===== src/rtl/positadd_arbiter_4_pkg.sv =====
// Shared widths, FSM state and in-flight tag type for the posit adder arbiter.
package posit_defines;

    localparam int unsigned POSIT_SERIALIZED_WIDTH_ES2     = 16;
    localparam int unsigned POSIT_SERIALIZED_WIDTH_SUM_ES2 = 16;

    typedef enum logic {
        FLUSH,
        RUN
    } arb_state_t;

    typedef struct packed {
        logic       valid;
        logic [1:0] id;
    } tag_t;

endpackage


===== src/rtl/positadd_arbiter_4_if.sv =====
// Requester, adder and result signals of the arbiter; slave is the arbiter's view.
interface positadd_arbiter_4_if #(
    parameter int unsigned NREQ = 4
);
    import posit_defines::*;

    logic [NREQ-1:0]                                     req_valid;
    logic [NREQ-1:0]                                     req_ready;
    logic [NREQ-1:0][POSIT_SERIALIZED_WIDTH_ES2-1:0]     req_in1;
    logic [NREQ-1:0][POSIT_SERIALIZED_WIDTH_ES2-1:0]     req_in2;
    logic [POSIT_SERIALIZED_WIDTH_ES2-1:0]               add_in1;
    logic [POSIT_SERIALIZED_WIDTH_ES2-1:0]               add_in2;
    logic                                                add_start;
    logic [POSIT_SERIALIZED_WIDTH_SUM_ES2-1:0]           add_result;
    logic                                                add_done;
    logic                                                add_truncated;
    logic                                                res_valid;
    logic [1:0]                                          res_id;
    logic [POSIT_SERIALIZED_WIDTH_SUM_ES2-1:0]           res_data;
    logic                                                res_truncated;
    logic                                                busy;
    logic                                                tag_error;

    modport slave (
        input  req_valid, req_in1, req_in2, add_result, add_done, add_truncated,
        output req_ready, add_in1, add_in2, add_start, res_valid, res_id, res_data,
               res_truncated, busy, tag_error
    );

    modport master (
        output req_valid, req_in1, req_in2, add_result, add_done, add_truncated,
        input  req_ready, add_in1, add_in2, add_start, res_valid, res_id, res_data,
               res_truncated, busy, tag_error
    );

endinterface


===== src/rtl/positadd_arbiter_4_rr_pick.sv =====
// Combinational round-robin picker: first eligible requester at or after ptr, mod 4.
module rr_pick_4 (
    input  logic [1:0] ptr,
    input  logic [3:0] eligible,
    output logic [3:0] grant_onehot,
    output logic [1:0] grant_id
);

    logic [7:0] w_dbl;
    logic [3:0] w_rot;
    logic       w_hit;
    logic [1:0] w_off;

    // Rotate so bit 0 is the requester at ptr; lowest set bit then wins.
    assign w_dbl = {eligible, eligible} >> ptr;
    assign w_rot = w_dbl[3:0];

    always_comb begin
        w_hit = 1'b0;
        w_off = 2'd0;
        for (int k = 3; k >= 0; k--) begin
            if (w_rot[k]) begin
                w_hit = 1'b1;
                w_off = 2'(k);
            end
        end
    end

    assign grant_id     = ptr + w_off;
    assign grant_onehot = w_hit ? (4'b0001 << grant_id) : 4'b0000;

endmodule


===== src/rtl/positadd_arbiter_4.sv =====
// Four-way round-robin front end for one shared, non-resettable posit adder,
// with per-requester credit limits and a tag pipeline that tracks adder latency.
module positadd_arbiter_4
    import posit_defines::*;
#(
    parameter int unsigned NREQ            = 4,
    parameter int unsigned ADD_LATENCY     = 8,
    parameter int unsigned MAX_OUTSTANDING = 4
) (
    input logic                  clk,
    input logic                  reset,
    positadd_arbiter_4_if.slave  arb
);

    localparam int unsigned CNT_W = $clog2(ADD_LATENCY + 1);

    arb_state_t                                  r_state;
    logic [CNT_W-1:0]                            r_flush_cnt;
    logic [1:0]                                  r_rr_ptr;
    logic [NREQ-1:0][2:0]                        r_outstanding;
    tag_t                                        r_start_tag;
    tag_t [ADD_LATENCY-1:0]                      r_tag_sr;
    logic [POSIT_SERIALIZED_WIDTH_ES2-1:0]       r_add_in1;
    logic [POSIT_SERIALIZED_WIDTH_ES2-1:0]       r_add_in2;
    logic                                        r_res_valid;
    logic [1:0]                                  r_res_id;
    logic [POSIT_SERIALIZED_WIDTH_SUM_ES2-1:0]   r_res_data;
    logic                                        r_res_truncated;
    logic                                        r_tag_error;

    logic       w_run;
    logic [3:0] w_eligible;
    logic [3:0] w_grant_onehot;
    logic [1:0] w_grant_id;
    logic       w_xfer;
    tag_t       w_tag_out;
    logic       w_result;

    assign w_run     = (r_state == RUN);
    assign w_tag_out = r_tag_sr[ADD_LATENCY-1];
    assign w_result  = w_run && arb.add_done && w_tag_out.valid;

    always_comb begin
        w_eligible = '0;
        for (int i = 0; i < NREQ; i++) begin
            w_eligible[i] = w_run && arb.req_valid[i] &&
                            (r_outstanding[i] < 3'(MAX_OUTSTANDING));
        end
    end

    rr_pick_4 u_pick (
        .ptr          (r_rr_ptr),
        .eligible     (w_eligible),
        .grant_onehot (w_grant_onehot),
        .grant_id     (w_grant_id)
    );

    // Eligibility already includes req_valid, so any grant is a transfer.
    assign w_xfer = |w_grant_onehot;

    always_ff @(posedge clk) begin
        if (reset) begin
            r_state         <= FLUSH;
            r_flush_cnt     <= '0;
            r_rr_ptr        <= 2'd0;
            r_outstanding   <= '0;
            r_start_tag     <= '0;
            r_tag_sr        <= '0;
            r_add_in1       <= '0;
            r_add_in2       <= '0;
            r_res_valid     <= 1'b0;
            r_res_id        <= 2'd0;
            r_res_data      <= '0;
            r_res_truncated <= 1'b0;
            r_tag_error     <= 1'b0;
        end else begin
            case (r_state)
                FLUSH: begin
                    if (r_flush_cnt == CNT_W'(ADD_LATENCY - 1)) r_state <= RUN;
                    else r_flush_cnt <= r_flush_cnt + 1'b1;
                end
                RUN:     r_state <= RUN;
                default: r_state <= FLUSH;
            endcase

            r_start_tag.valid <= w_xfer;
            r_start_tag.id    <= w_grant_id;
            r_tag_sr          <= {r_tag_sr[ADD_LATENCY-2:0], r_start_tag};

            if (w_xfer) begin
                r_add_in1 <= arb.req_in1[w_grant_id];
                r_add_in2 <= arb.req_in2[w_grant_id];
                r_rr_ptr  <= w_grant_id + 2'd1;
            end

            r_res_valid <= w_result;
            if (w_run && arb.add_done) begin
                r_res_id        <= w_tag_out.id;
                r_res_data      <= arb.add_result;
                r_res_truncated <= arb.add_truncated;
            end
            if (w_run && (arb.add_done != w_tag_out.valid)) r_tag_error <= 1'b1;

            for (int i = 0; i < NREQ; i++) begin
                if ((w_xfer && w_grant_id == 2'(i)) && !(w_result && w_tag_out.id == 2'(i))) begin
                    r_outstanding[i] <= r_outstanding[i] + 3'd1;
                end else if (!(w_xfer && w_grant_id == 2'(i)) &&
                             (w_result && w_tag_out.id == 2'(i))) begin
                    r_outstanding[i] <= r_outstanding[i] - 3'd1;
                end
            end
        end
    end

    assign arb.req_ready     = w_grant_onehot;
    assign arb.add_in1       = r_add_in1;
    assign arb.add_in2       = r_add_in2;
    assign arb.add_start     = r_start_tag.valid;
    assign arb.res_valid     = r_res_valid;
    assign arb.res_id        = r_res_id;
    assign arb.res_data      = r_res_data;
    assign arb.res_truncated = r_res_truncated;
    assign arb.busy          = (r_state == FLUSH) || (|r_outstanding);
    assign arb.tag_error     = r_tag_error;

endmodule


===== src/flat_wrapper.sv =====
// flat-port wrapper written by rule: the top's interface ports become plain ports
module positadd_arbiter_4_flat import posit_defines::*;
#(
    parameter int unsigned NREQ            = 4,
    parameter int unsigned ADD_LATENCY     = 8,
    parameter int unsigned MAX_OUTSTANDING = 4
)
  (clk, reset, arb_req_valid, arb_req_in1, arb_req_in2, arb_add_result, arb_add_done, arb_add_truncated, arb_req_ready, arb_add_in1, arb_add_in2, arb_add_start, arb_res_valid, arb_res_id, arb_res_data, arb_res_truncated, arb_busy, arb_tag_error);
  positadd_arbiter_4_if #(.NREQ(NREQ)) arb_i ();
  input logic clk;
  input logic reset;
  input wire logic [$bits(arb_i.req_valid)-1:0] arb_req_valid;
  input wire logic [$bits(arb_i.req_in1)-1:0] arb_req_in1;
  input wire logic [$bits(arb_i.req_in2)-1:0] arb_req_in2;
  input wire logic [$bits(arb_i.add_result)-1:0] arb_add_result;
  input wire logic [$bits(arb_i.add_done)-1:0] arb_add_done;
  input wire logic [$bits(arb_i.add_truncated)-1:0] arb_add_truncated;
  output wire logic [$bits(arb_i.req_ready)-1:0] arb_req_ready;
  output wire logic [$bits(arb_i.add_in1)-1:0] arb_add_in1;
  output wire logic [$bits(arb_i.add_in2)-1:0] arb_add_in2;
  output wire logic [$bits(arb_i.add_start)-1:0] arb_add_start;
  output wire logic [$bits(arb_i.res_valid)-1:0] arb_res_valid;
  output wire logic [$bits(arb_i.res_id)-1:0] arb_res_id;
  output wire logic [$bits(arb_i.res_data)-1:0] arb_res_data;
  output wire logic [$bits(arb_i.res_truncated)-1:0] arb_res_truncated;
  output wire logic [$bits(arb_i.busy)-1:0] arb_busy;
  output wire logic [$bits(arb_i.tag_error)-1:0] arb_tag_error;
  assign arb_i.req_valid = arb_req_valid;
  assign arb_i.req_in1 = arb_req_in1;
  assign arb_i.req_in2 = arb_req_in2;
  assign arb_i.add_result = arb_add_result;
  assign arb_i.add_done = arb_add_done;
  assign arb_i.add_truncated = arb_add_truncated;
  assign arb_req_ready = arb_i.req_ready;
  assign arb_add_in1 = arb_i.add_in1;
  assign arb_add_in2 = arb_i.add_in2;
  assign arb_add_start = arb_i.add_start;
  assign arb_res_valid = arb_i.res_valid;
  assign arb_res_id = arb_i.res_id;
  assign arb_res_data = arb_i.res_data;
  assign arb_res_truncated = arb_i.res_truncated;
  assign arb_busy = arb_i.busy;
  assign arb_tag_error = arb_i.tag_error;
  positadd_arbiter_4 #(.NREQ(NREQ), .ADD_LATENCY(ADD_LATENCY), .MAX_OUTSTANDING(MAX_OUTSTANDING)) u_core (.clk(clk), .reset(reset), .arb(arb_i));
endmodule

===== config.mk =====
export PLATFORM = sky130hd
export DESIGN_NAME = positadd_arbiter_4_flat
export DESIGN_NICKNAME = d
export VERILOG_FILES = /design/src/rtl/positadd_arbiter_4_pkg.sv /design/src/rtl/positadd_arbiter_4_if.sv /design/src/rtl/positadd_arbiter_4_rr_pick.sv /design/src/rtl/positadd_arbiter_4.sv /design/src/flat_wrapper.sv
export SDC_FILE = /design/constraint.sdc
export NUM_CORES = 1
export LEC_CHECK = 0
export ABC_AREA = 1
export CAP_MARGIN = 20
export CORE_MARGIN = 1.5
export CORE_UTILIZATION = 35
export CTS_CLUSTER_SIZE = 14
export DETAILED_ROUTE_END_ITERATION = 6
export HOLD_SLACK_MARGIN = 0.06
export PLACE_DENSITY = 0.74
export SETUP_SLACK_MARGIN = 0.1
export SYNTH_ARGS = -nofsm -noshare
export SYNTH_HDL_FRONTEND = slang
export SYNTH_SLANG_ARGS = --single-unit

===== constraint.sdc =====
create_clock -name clk -period 6.14 [get_ports clk]
set_input_delay 1.228 -clock clk [delete_from_list [all_inputs] [get_ports clk]]
set_output_delay 1.228 -clock clk [all_outputs]
set_load 0.03 [all_outputs]

* After elaboration in Yosys (flattened, before gate mapping) *
Index checks and enable logic that the tools add are counted.
Widths: inputs -> output; s select.

cells by class
  add/subtract/negate cells = 11
  $lt $le $gt $ge = 5
  equality and inequality tests = 8
  shift operators = 2
  muxes and demuxes = 23
  bitwise logic cells = 2
  reductions and logical operators = 45

operators by type and width
  kind                 number
  $bmux 16 s2          2
  $mux 16              2
  $logic_and 1x1->1    27
  $mux 3               8
  $add 3x1->3 const B  4
  $lt 3x3->1 const B   4
  $reduce_or 12->1     1
  $sub 3x1->3 const B  4
  $eq 2x2->1 const B   4
  $logic_not 1->1      8
  $mux 2               4
  $reduce_bool 2->1    4
  $shr 8x2->4          1
  $mux 1               5
  $add 4x1->4 const B  1
  $eq 2x1->1 const B   2
  $eq 4x3->1 const B   1
  $logic_not 2->1      2
  $mux 4               1
  $reduce_or 4->1      1
  $shl 1x2->4 const A  1
  $lt 2x3->1 const B   1
  $add 2x1->2 const B  1
  $add 2x2->2          1
  other kinds (5)      6

word-level totals
  bits in registers = 99
  output and inout bits = 59

* Depth between registers and ports, before layout *
Gate-level depths: netlist of the first run.

  depth in word-level cells = 16
  mapped depth = 23
  gate-level depth less buffers = 22

* Modules after synthesis *
From an unflattened synthesis of the first run, not the netlist that was laid out.

unflattened totals
  cells, all modules = 890
  area, all modules = 5469.0 um^2

modules (own cells, without submodules)
  module              times used  cells each  area an instance (um^2)
  positadd_arbiter_4  1           847         5248.8
  rr_pick_4           1           43          220.2

* Worst setup path before layout of the first run *
No wires, ideal clock.

  path type = input-to-output
  from = in arb_req_valid[3]
  to = out arb_req_ready[0]
  arrival time = 3167 ps
  required time = 4912 ps
  slack = 1745 ps
  cell stages on the path = 14
  path buffers = 1
  path through = nand3_2 -> nand2_1 -> nand2_1 -> nand2_2 -> nand2_4 -> nand3_1 -> a21oi_1 -> ha_1 -> xor2_2 -> inv_1 -> nand3_4 -> nand2_8 -> buf_6 -> nor2_1

between the ends
  longest elaborated chain between the ends = 10

RTL lines
  element                           line                              RTL
  start: declaration                flat_wrapper.sv:12                input wire logic [$bits(arb_i.req_valid)-1:0] arb_req_valid;
  $logic_and 1x1->1 * (2 in a row)  positadd_arbiter_4.sv:46          w_eligible[i] = w_run && arb.req_valid[i] &&
  $shr 8x2->4 *                     positadd_arbiter_4_rr_pick.sv:15  assign w_dbl = {eligible, eligible} >> ptr;
  $mux 2 (4 in a row)               positadd_arbiter_4_rr_pick.sv:22  if (w_rot[k]) begin
  $add 2x2->2                       positadd_arbiter_4_rr_pick.sv:29  assign grant_id = ptr + w_off;
  $shl 1x2->4                       positadd_arbiter_4_rr_pick.sv:30  assign grant_onehot = w_hit ? (4'b0001 << grant_id) : 4'b0000;
  $mux 4 *                          positadd_arbiter_4_rr_pick.sv:30
  end: declaration                  flat_wrapper.sv:18                output wire logic [$bits(arb_i.req_ready)-1:0] arb_req_ready;

Mark *: on every way between the ends. The rest lies on a longest branch, timed or not.

* Worst setup path after layout of the first run *
  from = in arb_req_valid[0]
  to = out arb_req_ready[0]

Same word-level chain as after synthesis.

==> qor.log, run 1 <==
INFO  drt            antenna_violating_nets_post_route=0
INFO  global_route   antenna_violations_before_repair=0
INFO  synthesis      netlist_area=5360squm
INFO  synthesis      syn_area_per_cell=6.45squm
INFO  drt            wl_met1=6150um
INFO  global_route   number_of_global_route_vias_before_repair=4,878
INFO  synthesis      synth.ff_latch_count=99
INFO  drt            wl=14,000um
INFO  floorplan      fp-row-count=45
INFO  drt            wirelength_per_cell=11.6um
INFO  drt            drt_iter0_markers=286
INFO  cts            cts_tree=built
INFO  placed_design  count_of_buffers_from_port_buffering=210
INFO  cts            cts-buffers-inserted=9
INFO  drt            routed-via-count=5,439
INFO  timing         drv_slew=0
INFO  timing         min_period=5.50ns
INFO  global_route   grt_overflow_total=0
INFO  finish         layout-drive-gt1-share=6.59%
INFO  synthesis      synth_top_cells_by_area=sky130_fd_sc_hd__dfxtp_1 (37%), sky130_fd_sc_hd__nand2_1 (19%), sky130_fd_sc_hd__nor2_1 (11%), sky130_fd_sc_hd__nand3_1 (6.1%), sky130_fd_sc_hd__inv_1 (5.7%)
INFO  synthesis      syn_inst=831
INFO  setup_path     arrival_time_at_the_worst_endpoint=4.27ns
INFO  floorplan      die_y=127um
INFO  min_path       hold_path.class=flip-flop to flip-flop
INFO  synthesis      synth-warning-count=0
INFO  finish         synth_to_final_area_change=45.4%
INFO  timing         rsz_0062_raised_after_global_routing=no
INFO  synthesis      synthDominantCellAreaShare=37.0%
INFO  timing         fin_setup_tns=0ns
INFO  timing         clock-skew-final=0.0101ns
INFO  synthesis      synth_seq_area_share=37.0%
INFO  floorplan      i_o_pin_total=211
INFO  pwr            ir_drop=0.244mV
INFO  cts            numClockSinks=99
INFO  cts            cts_setup_buffers=0
INFO  timing         period_utilization=89.6%
INFO  drt            routed_via_density=4.52
INFO  setup_path     crit_required=4.91ns
INFO  setup_path     crit-reg2reg-launch=u_core.r_state$_SDFF_PP0_
INFO  synthesis      post_synth_num_cell_types=30
INFO  pwr            totalPowerFinal=0.00425W
INFO  global_route   grt.total_usage=17.7%
INFO  synthesis      post_synth_top_cells=sky130_fd_sc_hd__nand2_1 (273), sky130_fd_sc_hd__nor2_1 (150), sky130_fd_sc_hd__dfxtp_1 (99)
INFO  setup_path     worstSetupPathType=input port to output pin
INFO  synthesis      cell_with_the_most_instances_after_synthesis=sky130_fd_sc_hd__nand2_1
INFO  cts            max-clock-path-buffers=2
INFO  timing         timing_hold_violations_final=0
INFO  drt            met3_length=1260um
INFO  pwr            power.density=546nW/um^2
INFO  cts            clk_pin_slew_worst_setup_hold_paths=0.06ns
INFO  cts            root_buffer=sky130_fd_sc_hd__clkbuf_16
INFO  drt            maxUsedRoutingLayer=met4
INFO  drt            drc=0
INFO  synthesis      yosys.area.top_type=sky130_fd_sc_hd__dfxtp_1
INFO  placed_design  gp_congestion=0.835
INFO  placed_design  placedCellCount=1,189
INFO  global_route   grt_start_max_net_pins=68
INFO  synthesis      synth_top_flop_cell=sky130_fd_sc_hd__dfxtp_1
INFO  finish         non_filler_cells_final=1,204
INFO  finish         design.final.nets=1,174
INFO  floorplan      core_area=15,100squm
INFO  floorplan      chipWidth=127um
INFO  floorplan      design.die.area=16,100squm
INFO  drt            met2WireLength=6350um
INFO  synthesis      mappedNetlistNets=993
INFO  timing         worst_pin_slew=0.821ns
INFO  placed_design  place_hpwl=10,300um
INFO  global_route   grt_first_pass_wirelength=23,100um
INFO  cts            cts_resized=0
INFO  timing         max_freq=182MHz
INFO  timing         slew_headroom=45.2%
INFO  run            max-cap-violations=0
INFO  finish         antenna_cells_inserted=0
INFO  min_path       holdCritStartpoint=u_core.r_tag_sr[2]$_SDFF_PP0_
INFO  floorplan      starting_density_of_the_core=35.5%
INFO  setup_path     startpoint=arb_req_valid[0]
INFO  outcome        outcome=finished, final reports clean
INFO  timing         fin_hold_ws=0.401ns
INFO  pwr            cellLeakagePower=3.64nW
INFO  setup_path     timing.critical_path.from_type=input port
INFO  cts            worstSkewPairLatency=0.35ns
INFO  synthesis      ys_async_sr_fraction=0%
INFO  finish         fillCellCount=1,537
INFO  cts            cts_max_level=3
INFO  synthesis      synth-edff-count=0
INFO  setup_path     path_max_fanout=35
INFO  setup_path     kind_of_capture_point_of_the_worst_setup_path=output pin
INFO  timing         report.final.setup_viol=0
INFO  drt            drt_pass1_iterations=5
INFO  cts            number_of_buffers_added_to_fix_hold_violations_after_cts=0
flip-flops by register name (all words and copies together) (netlist names):
register and cells:
u_core.arb.tag_error 1, u_core.r_start_tag 2, u_core.r_state 1, u_core.arb.res_data 16
u_core.r_rr_ptr 2, u_core.arb.add_start 1, u_core.r_flush_cnt 4, u_core.arb.add_in1 16
u_core.arb.add_in2 16, u_core.arb.res_truncated 1, u_core.arb.res_valid 1, u_core.r_outstanding 12
u_core.arb.res_id 2, u_core.r_tag_sr 24
layout make-up:
class	instances	area [sq um]	area share, %
well taps	188	235	3.02
repair buffers	215	2130	27.4
clock buffers	11	253	3.24
multi-input cells	599	2800	36.0
inverters	88	335	4.30
clock inverters	4	48.8	0.626
flip-flops and latches	99	1980	25.4
layout by cell type (no fill, tap or decap), types with 3 or more instances in the layout:
cell type / instances
sky130_fd_sc_hd__nand2_1: 273
sky130_fd_sc_hd__fa_1: 4
sky130_fd_sc_hd__clkdlybuf4s50_1: 209
sky130_fd_sc_hd__nand3_2: 17
sky130_fd_sc_hd__nor2_1: 150
sky130_fd_sc_hd__dfxtp_1: 99
sky130_fd_sc_hd__a21oi_1: 18
sky130_fd_sc_hd__clkbuf_16: 9
sky130_fd_sc_hd__nand2_8: 3
sky130_fd_sc_hd__inv_1: 80
sky130_fd_sc_hd__inv_2: 7
sky130_fd_sc_hd__nand4_1: 3
sky130_fd_sc_hd__nand2_4: 3
sky130_fd_sc_hd__buf_4: 5
sky130_fd_sc_hd__nand2_2: 8
sky130_fd_sc_hd__nand3_1: 65
sky130_fd_sc_hd__ha_1: 5
sky130_fd_sc_hd__o21ai_0: 37
layer usage:
layer	track usage, %	vias to the layer above
li1	-	2897
met1	21.6	2343
met2	29.8	180
met3	5.78	19
met4	5.68	0
met5	0	-
where the power goes:
part / internal, W / total [W] / leakage [nW] / switching (W)
Combinational: 0.000999 / 0.00282 / 2.67 / 0.00182
Sequential: 0.000783 / 0.000864 / 0.810 / 0.0000813
Clock: 0.000336 / 0.000568 / 0.152 / 0.000233
Total: 0.00212 / 0.00425 / 3.64 / 0.00214
final timing paths:
| path | end | cells past startpoint | slack, ns |
|---|---|---|---|
| worst max-delay path | arb_req_ready[0] | 14 | 0.64 |
| worst min-delay path | u_core.r_tag_sr[5]$_SDFF_PP0_ | 2 | 0.40 |
| worst max register to register | u_core.r_outstanding[11]$_SDFFE_PP0P_ | 19 | 2.43 |
| worst min register to register | u_core.r_tag_sr[5]$_SDFF_PP0_ | 2 | 0.40 |
stage by stage:
stage	area, sq um	utilization [%]	setup slack (ns)
after global routing	7790	51.6	0.409
final	7790	51.6	0.637
after global placement	7490	49.6	0.641
after CTS	7790	51.6	0.597
after floorplan	5360	-	1.74
after detailed placement	7490	49.6	0.602
cells by family (layout without fill, tap and decap cells):
logic type / Yosys count / after routing / synth area share, %
flops: 99 / 99 / 37.0
buf+inv: 133 / 318 / 10.7
fa+ha+maj: 10 / 10 / 2.90
compound gates: 57 / 57 / 5.42
xor+xnor: 1 / 1 / 0.304
simple gates: 531 / 531 / 43.6
critical path, stage by stage:
cell and delay, ns:
sky130_fd_sc_hd__clkdlybuf4s50_1 0.50, sky130_fd_sc_hd__nand3_2 0.09, sky130_fd_sc_hd__nand2_1 0.11, sky130_fd_sc_hd__nand3_2 0.09, sky130_fd_sc_hd__nand2_2 0.10, sky130_fd_sc_hd__inv_1 0.04, sky130_fd_sc_hd__a21oi_1 0.17, sky130_fd_sc_hd__ha_2 0.22
sky130_fd_sc_hd__xor2_2 0.27, sky130_fd_sc_hd__inv_1 0.12, sky130_fd_sc_hd__nand3_4 0.14, sky130_fd_sc_hd__nand2_8 0.17, sky130_fd_sc_hd__nor2_1 0.29, sky130_fd_sc_hd__clkdlybuf4s50_1 0.73
Note: power is estimated with default switching activity, not from simulation.
==> run 2, diff against run 1 <==
- ABC_CLOCK_PERIOD_IN_PS: default -> 6140
==> results of run 2 <==
Same layout as run 1: the final DEF is identical, and so are final timing and power.
==> run 3, diff against run 2 <==
- GPL_ROUTABILITY_DRIVEN: default -> 0
- SETUP_SLACK_MARGIN: 0.1 -> 0.02
==> results of run 3 <==
Same layout as run 1: the final DEF is identical, and so are final timing and power.
